## config.mk

```make
export PLATFORM = sky130hd
export DESIGN_NAME = rx_buff
export DESIGN_NICKNAME = d
export VERILOG_FILES = /design/src/rtl/rx_buff_pkg.sv /design/src/rtl/rx_buff_mem.sv /design/src/rtl/rx_buff.sv
export SDC_FILE = /design/constraint.sdc
export NUM_CORES = 1
export LEC_CHECK = 0
export CORE_MARGIN = 3
export CORE_UTILIZATION = 59
export CTS_CLUSTER_DIAMETER = 200
export DETAILED_ROUTE_END_ITERATION = 7
export PLACE_DENSITY = 0.8
export SLEW_MARGIN = 20
export SYNTH_ARGS = -nofsm -noshare
export SYNTH_HDL_FRONTEND = slang
export SYNTH_SLANG_ARGS = --single-unit
```

## constraint.sdc

```tcl
create_clock -name clk -period 3.7 [get_ports clk]
set_clock_uncertainty 0.2 [all_clocks]
set_input_delay 0.74 -clock clk [delete_from_list [all_inputs] [get_ports clk]]
set_output_delay 0.74 -clock clk [all_outputs]
set_load 0.005 [all_outputs]
```

## src/rtl/rx_buff_pkg.sv

```systemverilog
// rtl/rx_buff_pkg.sv - shared state encoding, CAN frame constants and dlc clamp helper
package rx_buff_pkg;

  typedef enum logic [2:0] {
    IDLE     = 3'd0,
    RX_CTRL  = 3'd1,
    RX_DATA  = 3'd2,
    WAIT_END = 3'd3,
    FULL     = 3'd4
  } state_e;

  localparam int HDR_BYTES    = 2;
  localparam int CAN_MAX_DATA = 8;
  localparam int RTR_BIT      = 4;

  // Raw dlc 9..15 still means 8 data bytes on the wire.
  function automatic logic [3:0] clamp_dlc(input logic [3:0] dlc);
    return (dlc > 4'(CAN_MAX_DATA)) ? 4'(CAN_MAX_DATA) : dlc;
  endfunction

endpackage

```

## src/rtl/rx_buff_mem.sv

```systemverilog
// rtl/rx_buff_mem.sv - NUM_BYTES x DW register file, one write port, one async read port
module rx_buff_mem #(
  parameter int NUM_BYTES = 10,
  parameter int DW        = 8,
  parameter int AW        = $clog2(NUM_BYTES)
) (
  input  logic          clk,
  input  logic          reset_n,
  input  logic          wr_en,
  input  logic [AW-1:0] wr_addr,
  input  logic [DW-1:0] wr_data,
  input  logic [AW-1:0] rd_addr,
  output logic [DW-1:0] rd_data
);

  localparam logic [AW-1:0] LAST_ADDR = AW'(NUM_BYTES - 1);

  logic [DW-1:0] mem_q [NUM_BYTES];

  always_ff @(posedge clk or negedge reset_n) begin
    if (!reset_n) begin
      for (int i = 0; i < NUM_BYTES; i++) mem_q[i] <= '0;
    end else if (wr_en && (wr_addr <= LAST_ADDR)) begin
      mem_q[wr_addr] <= wr_data;
    end
  end

  always_comb begin
    rd_data = '0;
    if (rd_addr <= LAST_ADDR) rd_data = mem_q[rd_addr];
  end

endmodule

```

## src/rtl/rx_buff.sv

```systemverilog
// rtl/rx_buff.sv - CAN receive frame buffer: captures one good frame and lets the host pop it bytewise
module rx_buff
  import rx_buff_pkg::*;
#(
  parameter int NUM_BYTES = 10,
  parameter int DW        = 8
) (
  input  logic          clk,
  input  logic          reset_n,
  input  logic [DW-1:0] rx_data,
  input  logic          rx_data_vld,
  input  logic          rx_frame_end,
  input  logic          rx_frame_ok,
  input  logic          rx_abort,
  input  logic          rx_buff_rd,
  input  logic          rx_buff_rel,
  output logic [DW-1:0] rx_buff_out,
  output logic          rx_buff_full,
  output logic          rx_buff_busy,
  output logic          rx_rd_last,
  output logic          rx_rtr,
  output logic [3:0]    rx_dlc,
  output logic [3:0]    rx_byte_cnt,
  output logic          rx_overrun
);

  localparam int AW = $clog2(NUM_BYTES);

  state_e      state_q, state_d;
  logic [3:0]  cnt_q, cnt_d;
  logic [3:0]  rd_ptr_q, rd_ptr_d;
  logic [3:0]  exp_q, exp_d;
  logic        rtr_q, rtr_d;
  logic [3:0]  dlc_q, dlc_d;
  logic        overrun_q, overrun_d;
  logic        wr_en;
  logic [3:0]  wr_addr;
  logic        discard;
  logic [3:0]  ctrl_exp;

  assign ctrl_exp = rx_data[RTR_BIT] ? 4'd0 : clamp_dlc(rx_data[3:0]);

  // Abort always discards; frame_end discards unless the frame is complete and good.
  always_comb begin
    discard = 1'b0;
    if (state_q == RX_CTRL || state_q == RX_DATA)
      discard = rx_abort | rx_frame_end;
    else if (state_q == WAIT_END)
      discard = rx_abort | (rx_frame_end & ~rx_frame_ok);
  end

  always_ff @(posedge clk or negedge reset_n) begin
    if (!reset_n) begin
      state_q   <= IDLE;
      cnt_q     <= '0;
      rd_ptr_q  <= '0;
      exp_q     <= '0;
      rtr_q     <= 1'b0;
      dlc_q     <= '0;
      overrun_q <= 1'b0;
    end else begin
      state_q   <= state_d;
      cnt_q     <= cnt_d;
      rd_ptr_q  <= rd_ptr_d;
      exp_q     <= exp_d;
      rtr_q     <= rtr_d;
      dlc_q     <= dlc_d;
      overrun_q <= overrun_d;
    end
  end

  always_comb begin
    state_d = state_q;
    unique case (state_q)
      IDLE:     if (rx_data_vld) state_d = RX_CTRL;
      RX_CTRL: begin
        if (discard)          state_d = IDLE;
        else if (rx_data_vld) state_d = (ctrl_exp == 4'd0) ? WAIT_END : RX_DATA;
      end
      RX_DATA: begin
        if (discard) state_d = IDLE;
        else if (rx_data_vld && (cnt_q + 4'd1 == 4'(HDR_BYTES) + exp_q)) state_d = WAIT_END;
      end
      WAIT_END: begin
        if (discard)           state_d = IDLE;
        else if (rx_frame_end) state_d = FULL;
      end
      FULL:     if (rx_buff_rel) state_d = IDLE;
      default:  state_d = IDLE;
    endcase
  end

  always_comb begin
    cnt_d     = cnt_q;
    rd_ptr_d  = rd_ptr_q;
    exp_d     = exp_q;
    rtr_d     = rtr_q;
    dlc_d     = dlc_q;
    overrun_d = overrun_q;
    wr_en     = 1'b0;
    wr_addr   = cnt_q;
    if (discard) begin
      cnt_d = '0;
      rtr_d = 1'b0;
      dlc_d = '0;
    end else begin
      unique case (state_q)
        IDLE: if (rx_data_vld) begin
          wr_en   = 1'b1;
          wr_addr = '0;
          cnt_d   = 4'd1;
        end
        RX_CTRL: if (rx_data_vld) begin
          wr_en = 1'b1;
          cnt_d = 4'(HDR_BYTES);
          rtr_d = rx_data[RTR_BIT];
          dlc_d = rx_data[3:0];
          exp_d = ctrl_exp;
        end
        RX_DATA: if (rx_data_vld) begin
          wr_en = 1'b1;
          cnt_d = cnt_q + 4'd1;
        end
        WAIT_END: if (rx_frame_end) rd_ptr_d = '0;
        FULL: begin
          if (rx_buff_rel) begin
            cnt_d    = '0;
            rtr_d    = 1'b0;
            dlc_d    = '0;
            rd_ptr_d = '0;
          end else if (rx_buff_rd && (rd_ptr_q != cnt_q - 4'd1)) begin
            rd_ptr_d = rd_ptr_q + 4'd1;
          end
        end
        default: ;
      endcase
    end
    // A dropped byte in the same cycle as a release keeps the overrun visible.
    if (rx_buff_rel && !rx_data_vld)       overrun_d = 1'b0;
    if (state_q == FULL && rx_data_vld)    overrun_d = 1'b1;
  end

  rx_buff_mem #(
    .NUM_BYTES (NUM_BYTES),
    .DW        (DW),
    .AW        (AW)
  ) u_mem (
    .clk     (clk),
    .reset_n (reset_n),
    .wr_en   (wr_en),
    .wr_addr (wr_addr[AW-1:0]),
    .wr_data (rx_data),
    .rd_addr (rd_ptr_q[AW-1:0]),
    .rd_data (rx_buff_out)
  );

  always_comb begin
    rx_buff_full = (state_q == FULL);
    rx_buff_busy = (state_q == RX_CTRL) || (state_q == RX_DATA) || (state_q == WAIT_END);
    rx_rd_last   = rx_buff_full && (rd_ptr_q == cnt_q - 4'd1);
    rx_rtr       = rtr_q;
    rx_dlc       = dlc_q;
    rx_byte_cnt  = cnt_q;
    rx_overrun   = overrun_q;
  end

endmodule

```

Yosys cells after proc, flatten, opt, wreduce, memory -nomap -nowiden
Index checks and enable logic that the tools add are counted.

cells by class
  $add $sub $neg = 4
  $lt $le $gt $ge = 6
  eq/ne operators = 17
  bitwise gates (word level) = 7
  muxes and demuxes = 46
  reduce and logical (&&, ||, !) cells = 22

operators with widths
  operator                                                     count
  bitwise mux 80 bit                                           1
  2-to-1 mux 4 bit                                             15
  binary-select mux 8 bit (select 4 bit)                       1
  demux 8 bit (select 4 bit)                                   1
  2-to-1 mux 8 bit                                             4
  2-to-1 mux 3 bit                                             8
  case mux 4 bit (2 select lines)                              2
  case mux 4 bit (4 select lines)                              1
  case mux 3 bit (5 select lines)                              1
  inequality test 3 bit (second input constant)                4
  2-to-1 mux 1 bit                                             11
  >= comparator 5 bit (second input constant)                  2
  inverter 4 -> 5 bit                                          2
  AND reduction 5 bit                                          2
  inequality test 3 x 2 -> 1 bit (second input constant)       3
  adder 4 x 1 -> 4 bit (second input constant)                 2
  == test 4 bit                                                2
  less-or-equal comparator 4 bit (second input constant)       2
  logical AND 1 bit                                            7
  == test 3 x 2 -> 1 bit (second input constant)               2
  inequality test 2 bit (second input constant)                3
  AND reduction 3 bit                                          2
  less-than comparator 5 x 1 -> 1 bit (second input constant)  1
  nonzero test 5 bit                                           1
  other kinds (18)                                             22

storage, ports and cells
  logic and storage cells = 119
  output and inout bits = 21
  register bits after elaboration = 101
  input bits = 16

Logic depth before layout (Yosys ltp)
  depth in word-level cells = 12
  mapped depth = 8
  gate-level depth less buffers = 7

Cells and area by module
From an unflattened synthesis, not the netlist that was laid out.

second synthesis, totals
  cells, all modules = 422
  area total of the unflattened synthesis = 5317.6 um^2

by module, submodules not included
  module       area each (um^2)  instances  sequential area each (um^2)  cells each
  rx_buff_mem  3829.9            1          2001.9                       255
  rx_buff      1487.7            1          525.5                        167

Least setup slack after synthesis
Ideal clock, no wire load.

  path kind = register to output
  start = register rd_ptr_q[0]
  end = output rx_buff_out[6]
  path slack = 716 ps
  buffers on the path = 3
  cell stages (with the launch flop) = 8
  required time = 2760 ps
  arrival = 2044 ps
  cell sequence = dfrtp_1 > buf_2 > buf_2 > buf_2 > inv_1 > ha_1 > o211ai_1 > o22ai_1

between the ends
  word-level cells in the longest chain between the ends = 5
  elaborated cells between the ends (all ways) = 6
  classes of those cells = 1 x order compare; 4 x mux; 1 x bitwise

RTL lines
  what                                                  line               RTL
  start, declared                                       rx_buff.sv:31      logic [3:0] rd_ptr_q, rd_ptr_d;
  start signal, assigned                                rx_buff.sv:64      rd_ptr_q <= rd_ptr_d;
  inverter 4 -> 5 bit (not written as such)             rx_buff_mem.sv:30  if (rd_addr <= LAST_ADDR) rd_data = mem_q[rd_addr];
  binary-select mux 8 bit (select 4 bit)                rx_buff_mem.sv:30
  2-to-1 mux 8 bit (not written as such) (2 in series)  rx_buff_mem.sv:30
  2-to-1 mux 8 bit *                                    rx_buff_mem.sv:30
  end, declared                                         rx_buff.sv:17      output logic [DW-1:0] rx_buff_out,

Every way passes the cells marked *; elsewhere a longest branch is shown, timed or not. The select of a mux whose other input is x is not followed.

Final worst setup path
  start = register cnt_q[1], in the netlist rx_byte_cnt[1]
  end = output rx_rd_last

between the ends
  word-level cells in the longest chain between the ends = 3

RTL lines
  what                       line            RTL
  start, declared            rx_buff.sv:30   logic [3:0] cnt_q, cnt_d;
  start signal, assigned     rx_buff.sv:63   cnt_q <= cnt_d;
  subtractor 4 x 1 -> 4 bit  rx_buff.sv:160  rx_rd_last = rx_buff_full && (rd_ptr_q == cnt_q - 4'd1);
  == test 4 bit              rx_buff.sv:160
  logical AND 1 bit          rx_buff.sv:160
  end, declared              rx_buff.sv:20   output logic rx_rd_last,

Every way passes these cells.

==> impl_metrics.env <==
export IMPL_cp_required_ns=2.76
export IMPL_syn_cell_area_sq_um=5140
export IMPL_intPower_uw=1930
export IMPL_post_route_period_util_pct=92.8
export IMPL_ios=37
export IMPL_port_buffers=36
export IMPL_dr_first_iter_drc_count=160
export IMPL_drc=0
export IMPL_relSlewSlack_pct=51.5
export IMPL_synth_seq_cells=101
export IMPL_avgSynthCellArea_sq_um=12.7
export IMPL_clock_latency_ns=0.36
export IMPL_cts_made_buffers=9
export IMPL_ir_worst_vdd_uv=294
export IMPL_pwr_share_clk_pct=24.2
export IMPL_fmax_mhz=291
export IMPL_synthToLayoutAreaGrowth_pct=12.3
export IMPL_p_comb_share_pct=27.8
export IMPL_via_per_inst=6.16
export IMPL_routed_wl_mm=10.7
export IMPL_fin_setup_tns_ns=0
export IMPL_layout_commonest_cell="dfrtp_1"
export IMPL_start_kind="flip-flop"
export IMPL_place_congestion=0.868
export IMPL_grt_pass1_wl_mm=17.6
export IMPL_n_antenna_cell=0
export IMPL_initial_core_util_pct=61.7
export IMPL_core_area_sq_um=8340
export IMPL_postCtsResizedCells=0
export IMPL_power_density_nw_per_um2=481
export IMPL_die_w_um=99.4
export IMPL_crit_type="reg2out"
export IMPL_drt_pass1_iterations=4
export IMPL_cts_buffer_depth=2
export IMPL_p_switching_uw=843
export IMPL_synthArstFlopShare_pct=100
export IMPL_num_rows=33
export IMPL_hold_path_class="in2async"
export IMPL_synth_edf_count=0
export IMPL_outcome="complete, no violations"
export IMPL_critical_path_max_fanout=11
export IMPL_seqPwrFrac_pct=48.1
export IMPL_finalHoldViolations=0
export IMPL_post_route_util_pct=69.3
export IMPL_dp_hpwl_mm=7.32
export IMPL_synth_top_cell_area_share_pct=49.1
export IMPL_p_leak_uw=0.00273
export IMPL_ant_nets=0
export IMPL_slew_viol_final=0
export IMPL_synth_flop_cell="dfrtp_1"
export IMPL_vias=3337
export IMPL_cts_root_buffer="clkbuf_8"
export IMPL_grt_ovfl_total=0
export IMPL_path_clk_slew_ns=0.10
export IMPL_die_h_um=99.4
export IMPL_tightestPinTransition_ns=0.727
export IMPL_clock_sinks=101
export IMPL_yosysWarnings=0
export IMPL_yosys_area_top_type="dfrtp_1"
export IMPL_cts_tree="done"
export IMPL_synthTopCellsByArea="dfrtp_1 49%, mux2_2 18%, mux4_2 7.0%, mux2i_1 4.1%, nand2_1 1.9%"
export IMPL_p_sw_share_pct=30.4
export IMPL_mostFrequentLayoutCells="101 x dfrtp_1, 80 x mux2_2, 35 x clkdlybuf4s50_1"
export IMPL_ys_seq_area_share_pct=49.1
export IMPL_routedWlPerCell_um=19.7
export IMPL_max_cap_violations=0
export IMPL_cts_setup_buffers=0
export IMPL_first_global_vias=3408
export IMPL_track_usage_pct=23.2
export IMPL_cts_max_level=3
export IMPL_syn_nets=427
export IMPL_cp_arrival_ns=2.50
export IMPL_ys_types=51
export IMPL_antenna_found_initial=0
export IMPL_drive_gt1_share_pct=29.5
export IMPL_grt_max_degree=60
export IMPL_crit_path_end_kind="output port"
export IMPL_setup_violations=0
export IMPL_die_area_sq_um=9870
export IMPL_synthesis_instances=405
export IMPL_rsz0062_at_grt="false"
export IMPL_layout_nets=454
export IMPL_period_minus_slack_ns=3.44
export IMPL_cts_hold_buf=0
==> power by group through the flow <==
stage	Clock [uW]	Sequential [uW]	Combinational [uW]
floorplan	0	1320	514
global placement	0	1340	756
detailed placement	0	1360	777
CTS	689	1330	781
global route	735	1350	845
finish	672	1330	771
==> final cells by class <==
type / instances / area (sq um)
inverters: 15 / 56.3
well taps: 105 / 131
fillers: 620 / 2560
repair buffers: 42 / 428
clock buffers: 10 / 128
flip-flops and latches: 101 / 2530
clock inverters: 6 / 63.8
multi-input cells: 263 / 2440
==> kinds of logic (layout without fill, tap and decap cells) <==
family	after synthesis	after routing	share of synthesized area, %
mux	117	117	28.6
flops	101	101	49.1
simple gates	77	77	7.86
compound gates	50	50	7.01
buf+inv	41	73	3.38
xor+xnor	11	11	2.14
fa+ha+maj	8	8	1.87
==> worst paths after layout <==
kind / slack (ns) / from / to / cells past startpoint
hold / removal: 0.15 / reset_n / rx_overrun / 1
setup / recovery: 0.26 / rx_byte_cnt[1] / rx_rd_last / 6
min in group clk: 0.31 / u_mem.mem_q[50] / u_mem.mem_q[50] / 1
setup reg to reg: 1.16 / state_q[2] / u_mem.mem_q[24] / 5
hold reg to reg: 0.31 / u_mem.mem_q[50] / u_mem.mem_q[50] / 1
max in group asynchronous: 2.43 / reset_n / u_mem.mem_q[40] / 2
==> state kept, by name (all words and copies together), names as in the netlist <==
register	flops
u_mem.mem_q	80
exp_q	4
rd_ptr_q	4
rx_byte_cnt	4
rx_dlc	4
state_q	3
rx_overrun	1
rx_rtr	1
==> worst max-delay path, stage by stage, from the launching register on <==
cell and delay, ns:
dfrtp_1 0.60, inv_1 0.12, ha_1 0.38, xor2_1 0.17
nand2_1 0.10, nor4_1 0.23, clkdlybuf4s50_1 0.54
==> per-stage QoR <==
step / std cells / power [uW] / setup slack, ns / hold slack [ns] / cell area [sq um]
after detailed placement: 526 / 2130 / 0.527 / 0.289 / 5590
after global placement: 526 / 2100 / 0.612 / 0.274 / 5590
final: 542 / 2780 / 0.265 / 0.151 / 5780
after global routing: 542 / 2930 / 0.0282 / 0.186 / 5780
after floorplan: 405 / 1840 / 0.716 / 0.244 / 5140
after CTS: 542 / 2800 / 0.257 / 0.165 / 5780
==> cells in the mapped netlist (3+ instances only) <==
library cell / number
a21oi_1: 5
buf_1: 6
buf_2: 7
clkbuf_1: 11
dfrtp_1: 101
ha_1: 6
inv_1: 14
mux2_2: 80
mux2i_1: 21
mux4_2: 16
nand2_1: 26
nand2b_1: 7
nand3_1: 6
nor2_1: 14
nor2b_1: 5
nor3_2: 3
nor4_1: 4
o211a_1: 3
o21ai_0: 13
o22ai_1: 9
o31ai_1: 3
xnor2_1: 4
xor2_1: 6
==> routing by layer <==
layer  share of wire (%)  GRT usage (%)
met5                   0              0
met4                 1.8           6.72
met3                 4.9           4.91
met2                  51           38.6
met1                  43           31.1
Note: power is estimated with default switching activity, not from simulation.
==> edit 1 (config.mk and constraints unchanged) <==
Re-encode `state_e` (5 states) as one-hot, 5 bits wide.
--- a/src/rtl/rx_buff_pkg.sv
+++ b/src/rtl/rx_buff_pkg.sv
@@ -1,12 +1,12 @@
 // rtl/rx_buff_pkg.sv - shared state encoding, CAN frame constants and dlc clamp helper
 package rx_buff_pkg;
 
-  typedef enum logic [2:0] {
-    IDLE     = 3'd0,
-    RX_CTRL  = 3'd1,
-    RX_DATA  = 3'd2,
-    WAIT_END = 3'd3,
-    FULL     = 3'd4
+  typedef enum logic [4:0] {
+    IDLE     = 5'b00001,
+    RX_CTRL  = 5'b00010,
+    RX_DATA  = 5'b00100,
+    WAIT_END = 5'b01000,
+    FULL     = 5'b10000
   } state_e;
 
   localparam int HDR_BYTES    = 2;
Function: same outputs for any inputs over 4 cycles, from zero or initial values and one cycle with reset_n low; so few cycles prove little.
==> edit 1 against the original RTL <==
  * Clock power grew 1%
  * Wire length grew 9.5%
  * Total power grew 5.1%
  * Worst setup slack lost 73 ps
  * Design area grew 2.9%
  * Synthesized cell count grew 2.0%
  * Sequential cell count grew 2
  * Synthesized area grew 1.4%
  * Register-to-register slack lost 610 ps
  * Critical endpoint unchanged
==> edit 1: results (changes against the original RTL) <==
Post-synth ARST share 100.0% (unchanged); Mean Syn Cell Area 12.63 um2 (-0.58%); synth top area cells dfrtp_1 (49%), mux2_2 (17%), mux4_2 (6.9%), mux2i_1 (3.1%), xnor2_1 (1.8%); Worst EP arrival 2570 ps (+70 ps); met2 global-route usage 40.17% (+1.6 points); wire length on met3 609 um (+15%); total wire length 11,680 um (+9.5%); layout cell share with drive strength beyond 1 31.43% (+1.9 points); Max-cap violations 0 (unchanged); CP max stage delay 520 ps (-80 ps); Post-CTS Setup Repair Bufs 0 (unchanged); DP HPWL 7891 um (+7.9%); Least-Margin Pin Slew 838.7 ps (+111.8 ps); clk_lat worst skew 370 ps; initial drt markers 235 (+47%); Area after DPL 0.005738 mm2 (+2.7%); run status completed; largest net degree at the start of global routing 66 (+10%); largest registers u_mem.mem_q: 80 flops, state_q: 5 flops; Routed met1 length 5047 um (+11%); Port Buf Inserts 36 (unchanged); Sequential Power 1.38 mW (+4%); grt met1 use 33.98% (+2.9 points); initial core utilization 62.22% (+0.55 points); net switching power 0.9103 mW (+7.9%); All-Layer GR Usage 24.74% (+1.5 points); n_diodes 0 (unchanged); Clk power 0.679 mW (+1%); CP max-delay cell clkdlybuf4s50_1; first-pass GRT wire length 19,280 um (+9.7%); VDD IR max 0.3482 mV (+19%); Vias/cell 6.336 (+2.9%); fin cells 560 (+3.3%); vias in the first global route 3,666 (+7.6%); fin nets 472 (+4.0%); P_leak 2.723 nW (-0.38%); placed insts 544 (+3.4%); met3 track demand over resource 4.517% (-0.39 points); DP Worst Slack 425.6 ps (-101.7 ps); met2 WL 5691 um (+5.6%); CTS max path bufs 2 (unchanged); Compound-Gate Fraction of Synth Area 6.694% (-0.31 points); post-synthesis xor/xnor area fraction 2.687% (+0.55 points); post-synthesis adder-cell area fraction 1.440% (-0.43 points); gpl congestion 0.8825 (+1.7%); sequential fraction of the synthesis area 49.45% (+0.31 points); Logic power comb 0.866 mW (+12%); CP Max Fanout 9 (-2); mux contribution to synthesized area 27.47% (-1.1 points); commonest cells in the netlist dfrtp_1 (102), mux2_2 (81), nor2_1 (21); min-delay worst type in2async; H-tree depth 3 (unchanged); Synth Net Count 435 (+1.9%)
edit 1: what timing repair did:
item	4_1_cts	5_1_grt
hold endpoints to repair	0	0
endpoints found under the setup margin	0	3
gates resized for setup	0	4
edit 1: final timing paths:
check,cells past startpoint,slack (ps),to,start
max reg2reg,5,550,u_mem.mem_q[32]$_DFFE_PN0P_,state_q[1]$_DFFE_PN0P_
max,7,190,rx_rd_last,rx_byte_cnt[1]$_DFFE_PN0P_
min,1,260,u_mem.mem_q[10]$_DFFE_PN0P_,reset_n
min reg2reg,2,290,exp_q[2]$_DFFE_PN0P_,exp_q[2]$_DFFE_PN0P_
min in group clk,2,290,exp_q[2]$_DFFE_PN0P_,exp_q[2]$_DFFE_PN0P_
max in group asynchronous,2,2340,u_mem.mem_q[69]$_DFFE_PN0P_,reset_n
edit 1: area by class of cell:
cell class	count	area, um2
multi-input cells	273	2504
inverters	10	37.54
repair buffers	53	498.0
clock buffers	9	123.9
well taps	105	131.4
clock inverters	7	65.06
fillers	596	2439
flip-flops and latches	103	2584
==> edit 2 (same settings) <==
Made on the original files. Set the package constant `CAN_MAX_DATA` to 4 (it was 8).
--- a/src/rtl/rx_buff_pkg.sv
+++ b/src/rtl/rx_buff_pkg.sv
@@ -10,7 +10,7 @@
   } state_e;
 
   localparam int HDR_BYTES    = 2;
-  localparam int CAN_MAX_DATA = 8;
+  localparam int CAN_MAX_DATA = 4;
   localparam int RTR_BIT      = 4;
 
   // Raw dlc 9..15 still means 8 data bytes on the wire.
Function: same outputs for any inputs over 4 cycles, from zero or initial values and one cycle with reset_n low; that may be too few to reach the edited logic, so the function may still have changed.
==> edit 2 against the original RTL <==
  * First-iteration DRC count increased by 42%
  * Synthesized area decreased by 0.22%
  * Design area increased by 1.5%
  * Global-route usage increased by 0.54 points
  * Sequential cell count unchanged
  * Sequential share of layout area decreased by 0.66 points
  * Core utilization increased by 1.1 points
  * Total power increased by 1.6%
  * Wire length increased by 2.2%
  * Worst setup slack improved by 67 ps
  * Clock power increased by 6.4%
  * Non-clock buffer count increased by 10
  * Critical path depth unchanged
  * Critical endpoint unchanged
==> edit 2: results (changes against the original RTL) <==
vias in the first global route 3,461 (+1.6%); synthesized instance count 398 (-1.7%); CTS root buf clkbuf_8; fin nets 457 (+0.66%); All-Layer GR Usage 23.75% (+0.54 points); Area after DPL 0.005632 mm2 (+0.83%); DP Worst Slack 234.8 ps (-292.4 ps); total wire length 10,900 um (+2.2%); run status completed; P_leak 2.632 nW (-3.7%); largest net degree at the start of global routing 52 (-13%); CP max stage delay 500 ps (-100 ps); Yosys cell types 48 (-5.9%); Least-Margin Pin Slew 1039 ps (+311.9 ps); Synth Warn # 0 (unchanged); Via Count 3,420 (+2.5%); First-pass DRT Iterations 5 (+1); placed insts 528 (+0.38%); wire length on met3 570 um (+8.0%); Clk power 0.715 mW (+6.4%); Worst-path clk slew 110 ps; net switching power 0.8585 mW (+1.8%); Sequential Power 1.40 mW (+5%); first-pass GRT wire length 18,130 um (+3.1%); gpl congestion 0.8765 (+1.0%); Synth Net Count 420 (-1.6%); VDD IR max 0.2749 mV (-6.4%); FF/Latch Area 0.002527 mm2 (unchanged); grt met1 use 34.55% (+3.4 points); CP Max Fanout 4 (-7); Worst EP arrival 2430 ps (-70 ps); n_diodes 0 (unchanged); met2 global-route usage 37.14% (-1.4 points); initial drt markers 227 (+42%); DP HPWL 7447 um (+1.8%); crit-path leading delay family buffers and inverters; synth top area cells dfrtp_1 (49%), mux2_2 (16%), mux4_2 (7.0%), mux2i_1 (4.1%), mux2_4 (2.3%); sequential fraction of the synthesis area 49.24% (+0.11 points); CP max-delay cell clkdlybuf4s50_1; power per cell area 481.2 mW/mm2 (about the same); Post-CTS Hold Buffers 0 (unchanged); met2 WL 5142 um (-4.6%); layout cell share with drive strength beyond 1 32.27% (+2.8 points); Wirelength per Cell 20.00 um (+1.6%); Routed met1 length 5051 um (+11%); met3 track demand over resource 4.137% (-0.77 points); fillers 582 (-6.1%); commonest cells in the netlist dfrtp_1 (101), mux2_2 (74), mux2i_1 (21)
## edit 2: cell count changes after synthesis, moves of 3 or more
cell      unedited run  this run
nor3_1               2         6
inv_1               14        17
nand3_1              6        10
nor3_2               3         0
buf_2                7         2
nand2_1             26        15
mux2_2              80        74
clkbuf_1            11        17
mux2_4               0         8
o211a_1              3         0
## edit 2: kinds of logic (layout without fill, tap and decap cells)
| group | after synthesis | count (layout) | share of synthesized area, % |
|---|---|---|---|
| buffers and inverters | 43 | 85 | 3.486 |
| muxes | 119 | 119 | 29.69 |
| adders and majority gates | 6 | 6 | 1.463 |
| AOI/OAI and AO/OA | 44 | 44 | 5.486 |
| and+or+nand+nor | 74 | 74 | 8.191 |
| DFF | 101 | 101 | 49.24 |
| xor gates and xnor gates | 11 | 11 | 2.438 |
## edit 2: path summary, 6_finish.rpt
| path | start | endpoint | slack (ps) | cells past startpoint |
|---|---|---|---|---|
| min in group clk | u_mem.mem_q[52]$_DFFE_PN0P_ | u_mem.mem_q[52]$_DFFE_PN0P_ | 310 | 1 |
| worst min register to register | u_mem.mem_q[52]$_DFFE_PN0P_ | u_mem.mem_q[52]$_DFFE_PN0P_ | 310 | 1 |
| worst min-delay path | reset_n | rd_ptr_q[3]$_DFFE_PN0P_ | 180 | 1 |
| worst max-delay path | rx_byte_cnt[1]$_DFFE_PN0P_ | rx_rd_last | 330 | 6 |
| max in group asynchronous | reset_n | u_mem.mem_q[18]$_DFFE_PN0P_ | 2320 | 2 |
| worst max register to register | state_q[0]$_DFFE_PN0P_ | u_mem.mem_q[25]$_DFFE_PN0P_ | 710 | 6 |
## edit 2: cell type report
class	instances	area share [%]
clock inverter	7	1.600
tap	105	2.240
timing repair buffer	52	8.362
inverter	17	1.088
multi-input combinational	254	41.51
clock buffer	9	2.112
sequential	101	43.09
